===== src/rtl/cache_controller.sv =====
`default_nettype none
// ============================================================================
// cache_controller : MSI per-cache control FSM driving cache_datapath, peer
// snoops and the shared memory bus. Option macro: CACHE_CTRL_PERF_EN.
// Revision: 1.0
// ============================================================================
module cache_controller #(
    parameter int SNOOP_WAIT = 4,
    parameter int MAX_REPLAY = 2,
    parameter int CNT_W      = 16
) (
    input  logic             clk,
    input  logic             rst_n,
    input  logic             p_req,
    input  logic             p_we,
    input  logic             read_hit,
    input  logic [1:0]       stat,
    input  logic             snoop_ready,
    input  logic             snoop_hit,
    input  logic             bus_grant,
    input  logic             mem_ack,
    output logic [1:0]       func,
    output logic             snoop_out,
    output logic             snoop_fill,
    output logic             bus_req,
    output logic             mem_rd,
    output logic             mem_wr,
    output logic             p_ready,
    output logic             p_err,
    output logic [CNT_W-1:0] hit_cnt,
    output logic [CNT_W-1:0] miss_cnt
);

    localparam logic [1:0] C_F_PREAD  = 2'b00;
    localparam logic [1:0] C_F_PWRITE = 2'b01;
    localparam logic [1:0] C_F_BREAD  = 2'b10;
    localparam logic [1:0] C_F_BWRITE = 2'b11;

    localparam int C_RW = $clog2(MAX_REPLAY + 2);
    localparam int C_SW = $clog2(SNOOP_WAIT + 1);
    localparam logic [C_RW-1:0] C_MAX_REPLAY = C_RW'(MAX_REPLAY);
    localparam logic [C_SW-1:0] C_SNOOP_LAST = C_SW'(SNOOP_WAIT - 1);

    typedef enum logic [2:0] {
        S_IDLE   = 3'd0,
        S_LOOKUP = 3'd1,
        S_WB     = 3'd2,
        S_SNOOP  = 3'd3,
        S_BUS_RD = 3'd4,
        S_FILL   = 3'd5,
        S_WRITE  = 3'd6,
        S_RESP   = 3'd7
    } state_t;

    state_t          r_state;
    state_t          w_next;
    logic            r_we;
    logic            r_err;
    logic            r_granted;
    logic [C_RW-1:0] r_replay;
    logic [C_SW-1:0] r_snoop_cnt;
    logic            w_strobe;
    logic            w_lookup_err;

    always_ff @(posedge clk or negedge rst_n) begin
        if (!rst_n) begin
            r_state <= S_IDLE;
        end else begin
            r_state <= w_next;
        end
    end

    always_comb begin
        w_next       = r_state;
        func         = C_F_PREAD;
        snoop_out    = 1'b0;
        snoop_fill   = 1'b0;
        bus_req      = 1'b0;
        mem_rd       = 1'b0;
        mem_wr       = 1'b0;
        p_ready      = 1'b0;
        p_err        = 1'b0;
        // Once granted, the strobe stays up even if the arbiter withdraws grant
        w_strobe     = r_granted | bus_grant;
        w_lookup_err = (r_replay > C_MAX_REPLAY);

        case (r_state)
            S_IDLE: begin
                if (p_req) begin
                    w_next = S_LOOKUP;
                end
            end
            S_LOOKUP: begin
                if (w_lookup_err) begin
                    w_next = S_RESP;
                end else if (read_hit) begin
                    w_next = r_we ? S_WRITE : S_RESP;
                end else if (stat == 2'b11) begin
                    w_next = S_WB;
                end else begin
                    w_next = S_SNOOP;
                end
            end
            S_WB: begin
                bus_req = 1'b1;
                if (w_strobe) begin
                    func   = C_F_BWRITE;
                    mem_wr = 1'b1;
                    if (mem_ack) begin
                        w_next = S_SNOOP;
                    end
                end
            end
            S_SNOOP: begin
                snoop_out = 1'b1;
                if (snoop_ready) begin
                    w_next = snoop_hit ? S_FILL : S_BUS_RD;
                end else if (r_snoop_cnt == C_SNOOP_LAST) begin
                    w_next = S_BUS_RD;
                end
            end
            S_BUS_RD: begin
                bus_req = 1'b1;
                if (w_strobe) begin
                    func   = C_F_BREAD;
                    mem_rd = 1'b1;
                    if (mem_ack) begin
                        w_next = S_LOOKUP;
                    end
                end
            end
            S_FILL: begin
                snoop_fill = 1'b1;
                w_next     = S_LOOKUP;
            end
            S_WRITE: begin
                func   = C_F_PWRITE;
                w_next = S_RESP;
            end
            S_RESP: begin
                p_ready = 1'b1;
                p_err   = r_err;
                w_next  = S_IDLE;
            end
            default: begin
                w_next = S_IDLE;
            end
        endcase
    end

    always_ff @(posedge clk or negedge rst_n) begin
        if (!rst_n) begin
            r_we        <= 1'b0;
            r_err       <= 1'b0;
            r_granted   <= 1'b0;
            r_replay    <= '0;
            r_snoop_cnt <= '0;
        end else begin
            if (r_state == S_IDLE && p_req) begin
                r_we     <= p_we;
                r_err    <= 1'b0;
                r_replay <= '0;
            end
            if (r_state == S_LOOKUP && w_lookup_err) begin
                r_err <= 1'b1;
            end
            // Every fill (peer or memory) leads back to a replayed lookup
            if (r_state == S_FILL || (r_state == S_BUS_RD && w_next == S_LOOKUP)) begin
                r_replay <= r_replay + 1'b1;
            end
            r_snoop_cnt <= (r_state == S_SNOOP) ? r_snoop_cnt + 1'b1 : '0;
            r_granted   <= ((r_state == S_WB || r_state == S_BUS_RD) && w_next == r_state)
                           ? w_strobe : 1'b0;
        end
    end

`ifdef CACHE_CTRL_PERF_EN
    logic [CNT_W-1:0] r_hit_cnt;
    logic [CNT_W-1:0] r_miss_cnt;
    logic             w_first_lookup;

    assign w_first_lookup = (r_state == S_LOOKUP) && !w_lookup_err && (r_replay == '0);

    always_ff @(posedge clk or negedge rst_n) begin
        if (!rst_n) begin
            r_hit_cnt  <= '0;
            r_miss_cnt <= '0;
        end else begin
            if (w_first_lookup && read_hit && r_hit_cnt != '1) begin
                r_hit_cnt <= r_hit_cnt + 1'b1;
            end
            if (w_first_lookup && !read_hit && r_miss_cnt != '1) begin
                r_miss_cnt <= r_miss_cnt + 1'b1;
            end
        end
    end

    assign hit_cnt  = r_hit_cnt;
    assign miss_cnt = r_miss_cnt;
`else
    assign hit_cnt  = '0;
    assign miss_cnt = '0;
`endif

endmodule
`default_nettype wire


===== config.mk =====
export PLATFORM = sky130hd
export DESIGN_NAME = cache_controller
export DESIGN_NICKNAME = d
export VERILOG_FILES = /design/src/rtl/cache_controller.sv
export SDC_FILE = /design/constraint.sdc
export NUM_CORES = 1
export LEC_CHECK = 0
export BUFFER_PORTS_ARGS = -buffer_cell sky130_fd_sc_hd__buf_2
export CAP_MARGIN = 20
export CELL_PAD_IN_SITES_DETAIL_PLACEMENT = 0
export CELL_PAD_IN_SITES_GLOBAL_PLACEMENT = 1
export CORE_MARGIN = 5
export CORE_UTILIZATION = 30
export CTS_CLUSTER_SIZE = 25
export DETAILED_ROUTE_END_ITERATION = 6
export PLACE_DENSITY_LB_ADDON = 0.1
export SYNTH_ARGS = -nofsm -noshare
export SYNTH_HDL_FRONTEND = slang
export SYNTH_SLANG_ARGS = --single-unit
export TNS_END_PERCENT = 20

===== constraint.sdc =====
create_clock -name clk -period 1.55 [get_ports clk]
set_input_delay 0.0775 -clock clk [delete_from_list [all_inputs] [get_ports clk]]
set_output_delay 0.0775 -clock clk [all_outputs]
set_load 0.05 [all_outputs]

* After elaboration in Yosys (flattened, before gate mapping)
Cells that the tools add are included.
** Operators by class
- $lt $le $gt $ge :: 1
- $mul :: 0
- Bitwise gates (word level) :: 1
- Multiplexer cells :: 30
- Shift operators :: 0
- Divide/modulo/power cells :: 0
- Reduce and logical (&&, ||, !) cells :: 10
- Equality and inequality tests :: 11
- Add/subtract/negate cells :: 2
** Operator list (number)
- 2-to-1 mux 3 bit :: 10
- one-hot mux 3 bit (8 select lines) :: 1
- 2-to-1 mux 1 bit :: 14
- == test 3 bit, second input constant :: 4
- == test 3 x 2 -> 1 bit, second input constant :: 3
- 2-to-1 mux 2 bit :: 4
- == test 3 x 1 -> 1 bit, second input constant :: 2
- one-hot mux 2 bit (3 select lines) :: 1
- logical AND 1 bit :: 4
- nonzero test 2 bit :: 2
- adder 3 x 1 -> 3 bit, second input constant :: 1
- == test 3 bit :: 1
- zero test 3 bit :: 1
- adder 2 x 1 -> 2 bit, second input constant :: 1
- == test 2 bit, second input constant :: 1
- > comparator 2 bit, second input constant :: 1
- logical OR 1 bit :: 2
- OR reduction 2 bit :: 1
- bitwise OR 1 bit :: 1
** Storage, ports and cells
- Memories kept :: 0
- Memory bits (writable) :: 0
- Logic and storage cells :: 61
- Flip-flop bits (word level) :: 11
- Output and inout bits :: 41
- Bits in read-only memories :: 0
- Bits of input ports :: 11
- Bits in latches :: 0

* Longest topological paths before layout
Gate-level depths: netlist of run 1.
- Depth in word-level cells :: 9
- Depth in mapped cells :: 6
- Mapped depth without buffers :: 6

* Least setup slack after synthesis of run 1
OpenSTA, ideal clock, no wires.
- Kind :: reg2out
- Start :: register r_state[0]
- End :: output port p_err
- Slack :: -348 ps
- Path buffers :: 1
- Arrival time :: 1820 ps
- Required time :: 1472 ps
- Cell stages (with the launch flop) :: 5
- Path through :: dfrtp_1 buf_2 inv_1 nor2_1 and2_1
** Between the ends
- Longest elaborated chain between the ends :: 2
** Ends and longest elaborated chain
- start: declaration :: line 55 : state_t r_state;
- start signal: assignment :: line 69 : r_state <= w_next;
- == test 3 bit :: line 87 : case (r_state)
- 2-to-1 mux 1 bit :: line 87
- end: declaration :: line 29 : output logic p_err,
No other way between the ends.

* Worst setup path in the final report of run 1
- Start :: register r_state[0]
- End :: output port mem_wr
** Between the ends
- Longest elaborated chain between the ends :: 2
** Ends and longest elaborated chain
- == test 3 x 2 -> 1 bit :: line 87
- 2-to-1 mux 1 bit :: line 87
- end: declaration :: line 27 : output logic mem_wr,
No other way between the ends.

==> out/qor.txt, run 1 <==
=================================================================================================
Clock tree buffer depth ............................................................            2
Buffer cell driving the clock tree root ............................................     clkbuf_4
Die Span X .........................................................................      65.7 µm
Total of endpoints with negative setup slack in the final report ...................            0
Combined area of the multi-input logic cells .......................................      536 µm²
Critical path buffer and inverter count ............................................            2
GRT Resource Usage Total ...........................................................       0.0939
Number of warnings issued by yosys .................................................            0
Worst vdd rail ir drop .............................................................   0.000563 V
Setup repair after global routing missed its margin ................................         true
Area of the mapped netlist .........................................................      931 µm²
HPWL Detailed ......................................................................      1.68 mm
Hold Crit Class ....................................................................       in2reg
Total of fill cells in the finished design .........................................          322
Average wire per cell in the routed design .........................................      11.9 µm
Die extent in y ....................................................................      65.7 µm
#FFs+latches synth .................................................................           11
Critical setup path kind ...........................................................      reg2out
Count of routing violations after the opening detailed-route iteration .............           24
Layout cell share with drive strength beyond 1 .....................................        0.333
Total clock sinks ..................................................................           11
First-pass GRT wire length .........................................................      3.11 mm
Final hold violations ..............................................................            0
Final Worst Setup Slack ............................................................    0.0391 ns
Sum of overflow across all layers after global routing .............................            0
Area of the die ....................................................................  0.00432 mm²
Required arrival time at the worst endpoint ........................................      1.47 ns
Count of inserted antenna diode cells ..............................................            0
Cell type group with the largest total delay on the critical path ..................   flip-flops
Area used by sequential logic in the layout ........................................      279 µm²
Area growth, synth to finish .......................................................        17.7%
Antenna violations before repair ...................................................            0
Sum of negative setup slack ........................................................         0 ns
Startpoint types ...................................................................     register
Status ............................................................................. finished, final reports clean
Total routed wirelength ............................................................      2.04 mm
Crit path capture type .............................................................  output port
Clock-pin transition on the worst setup and hold timing paths ......................      0.08 ns
Count of vias placed by the detailed router ........................................          712
Source-to-sink clock delay at the later pin of the worst-skew pair .................      0.27 ns
Post-Route Hold Slack ..............................................................    0.0387 ns
Clock tree skew after final layout .................................................   0.00321 ns
Standard-cell rows .................................................................           20
Power density of the placed cells ..................................................  2000 mW/mm²
Via density per instance ...........................................................         4.16
Layout Nets ........................................................................          153
Final worst-path cycle share .......................................................        0.975
CTS tree ...........................................................................        built
Min cycle time layout ..............................................................      1.51 ns
Post-Synthesis Mean Instance Area ..................................................     8.54 µm²
Max-capacitance violation count ....................................................            0
Worst Path Max Fanout ..............................................................            7
Dpl ws .............................................................................   0.00550 ns
Gate Count Post-Synth ..............................................................          109
Largest net degree at the start of global routing ..................................           13
Final Core Density .................................................................        0.365
Routability-driven placement congestion ratio ......................................        0.737
Maximum level of the CTS H-tree ....................................................            1
Number of buffer cells added on primary ports ......................................           19
Starting density of the core .......................................................        0.310
Final number of max-transition violations ..........................................            0
Worst endpoint data arrival time ...................................................      1.43 ns
Share of the synthesized area in the top cell type .................................        0.296
Sequential cell area fraction in the yosys report ..................................        0.296
Area inside the core boundary ......................................................  0.00300 mm²
Crit path cell chain ............................................................... o21bai_4 -> buf_4 -> nor3b_4 -> buf_6
Final ANT Viol Nets ................................................................            0
Router iterations before antenna repair ............................................            4
CP peak stage delay ................................................................      0.46 ns
Vias in the first global route .....................................................          673
I/O pin total ......................................................................           52
Number of distinct library cell variants in the gate-level netlist after synthesis .           33
Leakage power total ................................................................     0.569 nW
Cell with the biggest individual delay on the critical path ........................      dfrtp_2
F_max ..............................................................................      662 MHz
Area contributors post-synth ....................................................... dfrtp_1, buf_4, nor2_1
Number of design rule violations left after detail routing .........................            0
Clock buffer count from CTS ........................................................            3
Area leader, netlist ...............................................................      dfrtp_1
=================================================================================================
[area by class of cell]
| cell class | count | share of cell area |
|---|---|---|
| multi-input cells | 90 | 0.489 |
| flip-flops and latches | 11 | 0.255 |
| repair buffers | 29 | 0.182 |
| well taps | 33 | 0.0377 |
| clock buffers | 4 | 0.0240 |
| inverters | 4 | 0.0137 |
[timing repair]
| action | in CTS | in global routing |
|---|---|---|
| endpoints found under the setup margin | 8 | 8 |
| pin swaps | 0 | 1 |
| endpoints found under the hold margin | 11 | 0 |
| gates resized for setup | 11 | 10 |
| buffers inserted | 0 | 2 |
| hold buffers | 1 | 0 |
[metal layers]
layer	share of wire	vias to the layer above	track usage
met2	0.51	30	0.153
met4	0.0034	0	0.0155
met1	0.39	324	0.116
met3	0.095	2	0.0410
li1	-	356	-
met5	0	-	0
[where the power goes]
part | internal (W) | switching [W] | total [W]
Sequential | 0.000399 | 0.000154 | 0.000553
Clock | 0.0000997 | 0.000104 | 0.000204
Combinational | 0.000561 | 0.000871 | 0.00143
[worst register-to-register path: cells and delay by family (launching register included)]
kind                       cells  cell delay [ns]
and+or+nand+nor                3             0.62
DFF                            1             0.43
adders and majority gates      1             0.20
AOI/OAI and AO/OA              1             0.09
[cell usage in the layout, fill, tap and decap left out, types with 2 or more instances in the layout]
cell type	n
nor2_2	3
nand2_1	5
a21oi_1	6
dfrtp_1	8
nor2_1	9
buf_6	3
or3_1	2
o21ai_0	5
nand3_1	2
ha_1	2
buf_4	10
clkbuf_4	5
conb_1	32
dfrtp_2	3
buf_2	13
inv_1	4
mux2i_1	2
[cell usage after synthesis]
cell type / instances
and2b_1: 1
or2b_2: 1
nor3b_1: 1
mux2_2: 1
conb_1: 1
o21bai_2: 1
buf_6: 2
and3_1: 1
nor3_1: 2
nor2_1: 12
nand3_1: 2
nand2_1: 5
o31ai_1: 1
buf_4: 32
ha_1: 3
nor2b_1: 2
nand4bb_1: 1
o21ai_0: 5
or3_1: 2
nand3b_1: 1
inv_1: 4
a21oi_1: 6
nand2b_1: 1
buf_2: 1
dfrtp_1: 11
nand4_1: 1
and2_1: 1
o22ai_1: 1
o21a_1: 1
o211ai_2: 1
xnor2_2: 1
mux2i_1: 2
o211ai_1: 1
[worst paths after layout]
kind | startpoint | endpoint | depth (start not counted) | slack [ns]
max reg2reg | r_replay[0]$_DFFE_PN0P_ | r_state[0]$_DFF_PN0_ | 5 | 0.08
min | p_we | r_we$_DFFE_PN0P_ | 2 | 0.04
min reg2reg | r_snoop_cnt[0]$_DFF_PN0_ | r_snoop_cnt[0]$_DFF_PN0_ | 1 | 0.44
min in group asynchronous | rst_n | r_replay[0]$_DFFE_PN0P_ | 2 | 0.20
max in group asynchronous | rst_n | r_state[2]$_DFF_PN0_ | 2 | 1.12
max | r_state[0]$_DFF_PN0_ | mem_wr | 4 | 0.04
[flip-flops by register name (all words and copies together), names as in the netlist]
| name | cells |
|---|---|
| r_err | 1 |
| r_replay | 2 |
| r_we | 1 |
| r_state | 3 |
| r_snoop_cnt | 3 |
| r_granted | 1 |
[stage by stage]
stage	power (W)	cells	area (µm²)
CTS	0.00210	169	1040
floorplan	0.00158	140	1050
global route	0.00235	171	1100
global placement	0.00184	164	976
detailed placement	0.00183	164	976
finish	0.00219	171	1100
[logic make-up after synthesis]
family          after synthesis  share of synthesized area
compound gates               17                      0.116
xor+xnor                      1                     0.0175
fa+ha+maj                     3                     0.0403
buf+inv                      39                      0.304
flops                        11                      0.296
mux                           3                     0.0336
other cells                   1                    0.00403
simple gates                 34                      0.190
Note: power is estimated with default switching activity, not from simulation.
==> run 2: changes to the inputs <==
Settings changed: SETUP_SLACK_MARGIN from default to 0.2.
==> out/qor.txt, run 2 (same netlist as run 1, synthesis figures left out) <==
=====================================================================================
F_max ..................................................................      684 MHz   was 662 MHz
Maximum level of the CTS H-tree ........................................            1   unchanged
Total routed wirelength ................................................      2.14 mm   was 2.04 mm
Die extent in y ........................................................      65.7 µm   unchanged
Layout cell share with drive strength beyond 1 .........................        0.373   was 0.333
Starting density of the core ...........................................        0.310   unchanged
Final hold violations ..................................................            0   unchanged
Buffer cell driving the clock tree root ................................     clkbuf_4   unchanged
Fraction of power consumed by the clock network ........................        0.089   was 0.093
Flop pwr share .........................................................        0.235   was 0.253
Final ANT Viol Nets ....................................................            0   unchanged
Clock-pin transition on the worst setup and hold timing paths ..........      0.08 ns   about the same
Startpoint types .......................................................     register   unchanged
Hold Crit Class ........................................................       in2reg   unchanged
Count of inserted antenna diode cells ..................................            0   unchanged
Source-to-sink clock delay at the later pin of the worst-skew pair .....      0.27 ns   about the same
Internal power summed over all cells ...................................    0.00113 W   was 0.00106 W
Required arrival time at the worst endpoint ............................      1.47 ns   about the same
Worst Path Max Fanout ..................................................            4   was 7
Combinational share of power ...........................................        0.676   was 0.654
Final Core Density .....................................................        0.381   was 0.365
Total of fill cells in the finished design .............................          320   was 322
First-pass GRT wire length .............................................      3.28 mm   was 3.11 mm
Switching Share ........................................................        0.507   was 0.516
Sum of overflow across all layers after global routing .................            0   unchanged
GRT Resource Usage Total ...............................................       0.0985   was 0.0939
Crit path capture type .................................................  output port   unchanged
Setup repair after global routing missed its margin ....................         true   unchanged
HPWL Detailed ..........................................................      1.68 mm   unchanged
Max-capacitance violation count ........................................            0   unchanged
Commonest cells after routing, fill and taps aside ..................... conb_1, buf_4, buf_2, nor2_1, dfrtp_1   was conb_1, buf_2, buf_4, nor2_1, dfrtp_1
Status ................................................................. finished, final reports clean   unchanged
Area inside the core boundary ..........................................  0.00300 mm²   unchanged
Placement Cell Area ....................................................      976 µm²   unchanged
Count of routing violations after the opening detailed-route iteration .           15   was 24
Placed Instances .......................................................          164   unchanged
Standard-cell rows .....................................................           20   unchanged
Average wire per cell in the routed design .............................      12.2 µm   was 11.9 µm
CTS tree ...............................................................        built   unchanged
Clock buffer count from CTS ............................................            3   unchanged
Post-route standard cell area excluding fillers ........................  0.00114 mm²   was 0.00110 mm²
Vias in the first global route .........................................          701   was 673
Clock tree buffer depth ................................................            2   unchanged
Final std cells w/o fill ...............................................          175   was 171
Worst endpoint data arrival time .......................................      1.38 ns   was 1.43 ns
Psw ....................................................................    0.00116 W   was 0.00113 W
Largest net degree at the start of global routing ......................           12   was 13
Critical setup path kind ...............................................      reg2out   unchanged
Number of design rule violations left after detail routing .............            0   unchanged
Largest registers ...................................................... r_snoop_cnt (3), r_state (3), r_replay (2)   unchanged
Number of buffer cells added on primary ports ..........................           19   unchanged
Clock tree skew after final layout .....................................   0.00150 ns   was 0.00321 ns
Final number of max-transition violations ..............................            0   unchanged
Total of endpoints with negative setup slack in the final report .......            0   unchanged
Layout Nets ............................................................          157   was 153
Leakage power total ....................................................     0.594 nW   was 0.569 nW
Min cycle time layout ..................................................      1.46 ns   was 1.51 ns
Area growth, synth to finish ...........................................        22.8%   was 17.7%
Router iterations before antenna repair ................................            4   unchanged
Via density per instance ...............................................         4.23   was 4.16
Total clock sinks ......................................................           11   unchanged
Commonest non-fill, non-tap cell in the layout .........................       conb_1   unchanged
Routability-driven placement congestion ratio ..........................        0.737   unchanged
Power density of the placed cells ......................................  2010 mW/mm²   was 2000 mW/mm²
Area of the die ........................................................  0.00432 mm²   unchanged
Power, Total ...........................................................    0.00229 W   was 0.00219 W
Count of vias placed by the detailed router ............................          740   was 712
Final worst-path cycle share ...........................................        0.943   was 0.975
Die Span X .............................................................      65.7 µm   unchanged
I/O pin total ..........................................................           52   unchanged
Worst vdd rail ir drop .................................................   0.000569 V   was 0.000563 V
Antenna violations before repair .......................................            0   unchanged
=====================================================================================
==> run 2: worst max-delay path, stage by stage, from the launching register on <==
cell and delay (ns):
dfrtp_2 0.43, o21bai_4 0.18, buf_6 0.13, nor3b_4 0.19, buf_6 0.18
==> run 2: path summary, 6_finish.rpt <==
path | start | to | slack [ns] | cells past startpoint
setup / recovery | r_state[0]$_DFF_PN0_ | mem_wr | 0.09 | 4
hold / removal | p_we | r_we$_DFFE_PN0P_ | 0.04 | 2
setup reg to reg | r_replay[1]$_DFFE_PN0P_ | r_state[0]$_DFF_PN0_ | 0.14 | 5
hold reg to reg | r_snoop_cnt[0]$_DFF_PN0_ | r_snoop_cnt[0]$_DFF_PN0_ | 0.44 | 1
max in group asynchronous | rst_n | r_state[2]$_DFF_PN0_ | 1.11 | 2
min in group asynchronous | rst_n | r_replay[0]$_DFFE_PN0P_ | 0.20 | 2
==> run 2: metrics by stage <==
| stage | setup TNS [ns] | worst slack, ns | hold WS (ns) |
|---|---|---|---|
| 6_report | 0 | 0.0886 | 0.0393 |
| 5_1_grt | 0 | 0.0468 | 0.0421 |
| 4_1_cts | 0 | 0.0670 | 0.0410 |
| 3_5_place_dp | 0 | 0.00550 | -0.0292 |
| 3_3_place_gp | 0 | 0.0736 | -0.0258 |
| 2_1_floorplan | -0.466 | -0.258 | -0.218 |
==> run 2: per-layer routing <==
layer | routed length, µm | share of wire | vias to the layer above | GRT usage
met4 | 8 | 0.0037 | 0 | 0.0155
met1 | 857 | 0.40 | 339 | 0.122
met3 | 202 | 0.094 | 2 | 0.0410
li1 | - | - | 364 | -
met2 | 1070 | 0.50 | 35 | 0.161
met5 | 0 | 0 | - | 0
==> run 2: area by class of cell <==
cell class,instances,area [µm²],share of cell area
clock buffers,4,26.3,0.0230
inverters,4,15.0,0.0131
multi-input cells,90,547,0.478
flip-flops and latches,11,279,0.244
well taps,33,41.3,0.0361
repair buffers,33,235,0.206
==> run 2: power groups by stage <==
stage / registers (W) / logic [W] / clock network [W]
after floorplan: 0.000457 / 0.00112 / 0
after global placement: 0.000549 / 0.00129 / 0
after detailed placement: 0.000543 / 0.00129 / 0
after CTS: 0.000537 / 0.00147 / 0.000212
after global routing: 0.000555 / 0.00168 / 0.000219
final: 0.000538 / 0.00155 / 0.000205
==> run 2: timing repair <==
action                                  in CTS  in global routing
cloned                                       0                  0
endpoints found under the setup margin      16                 17
resized for setup                           18                 10
buffers inserted                             3                  3
hold buffers                                 1                  0
endpoints found under the hold margin       11                  0
pin swaps                                    1                  5
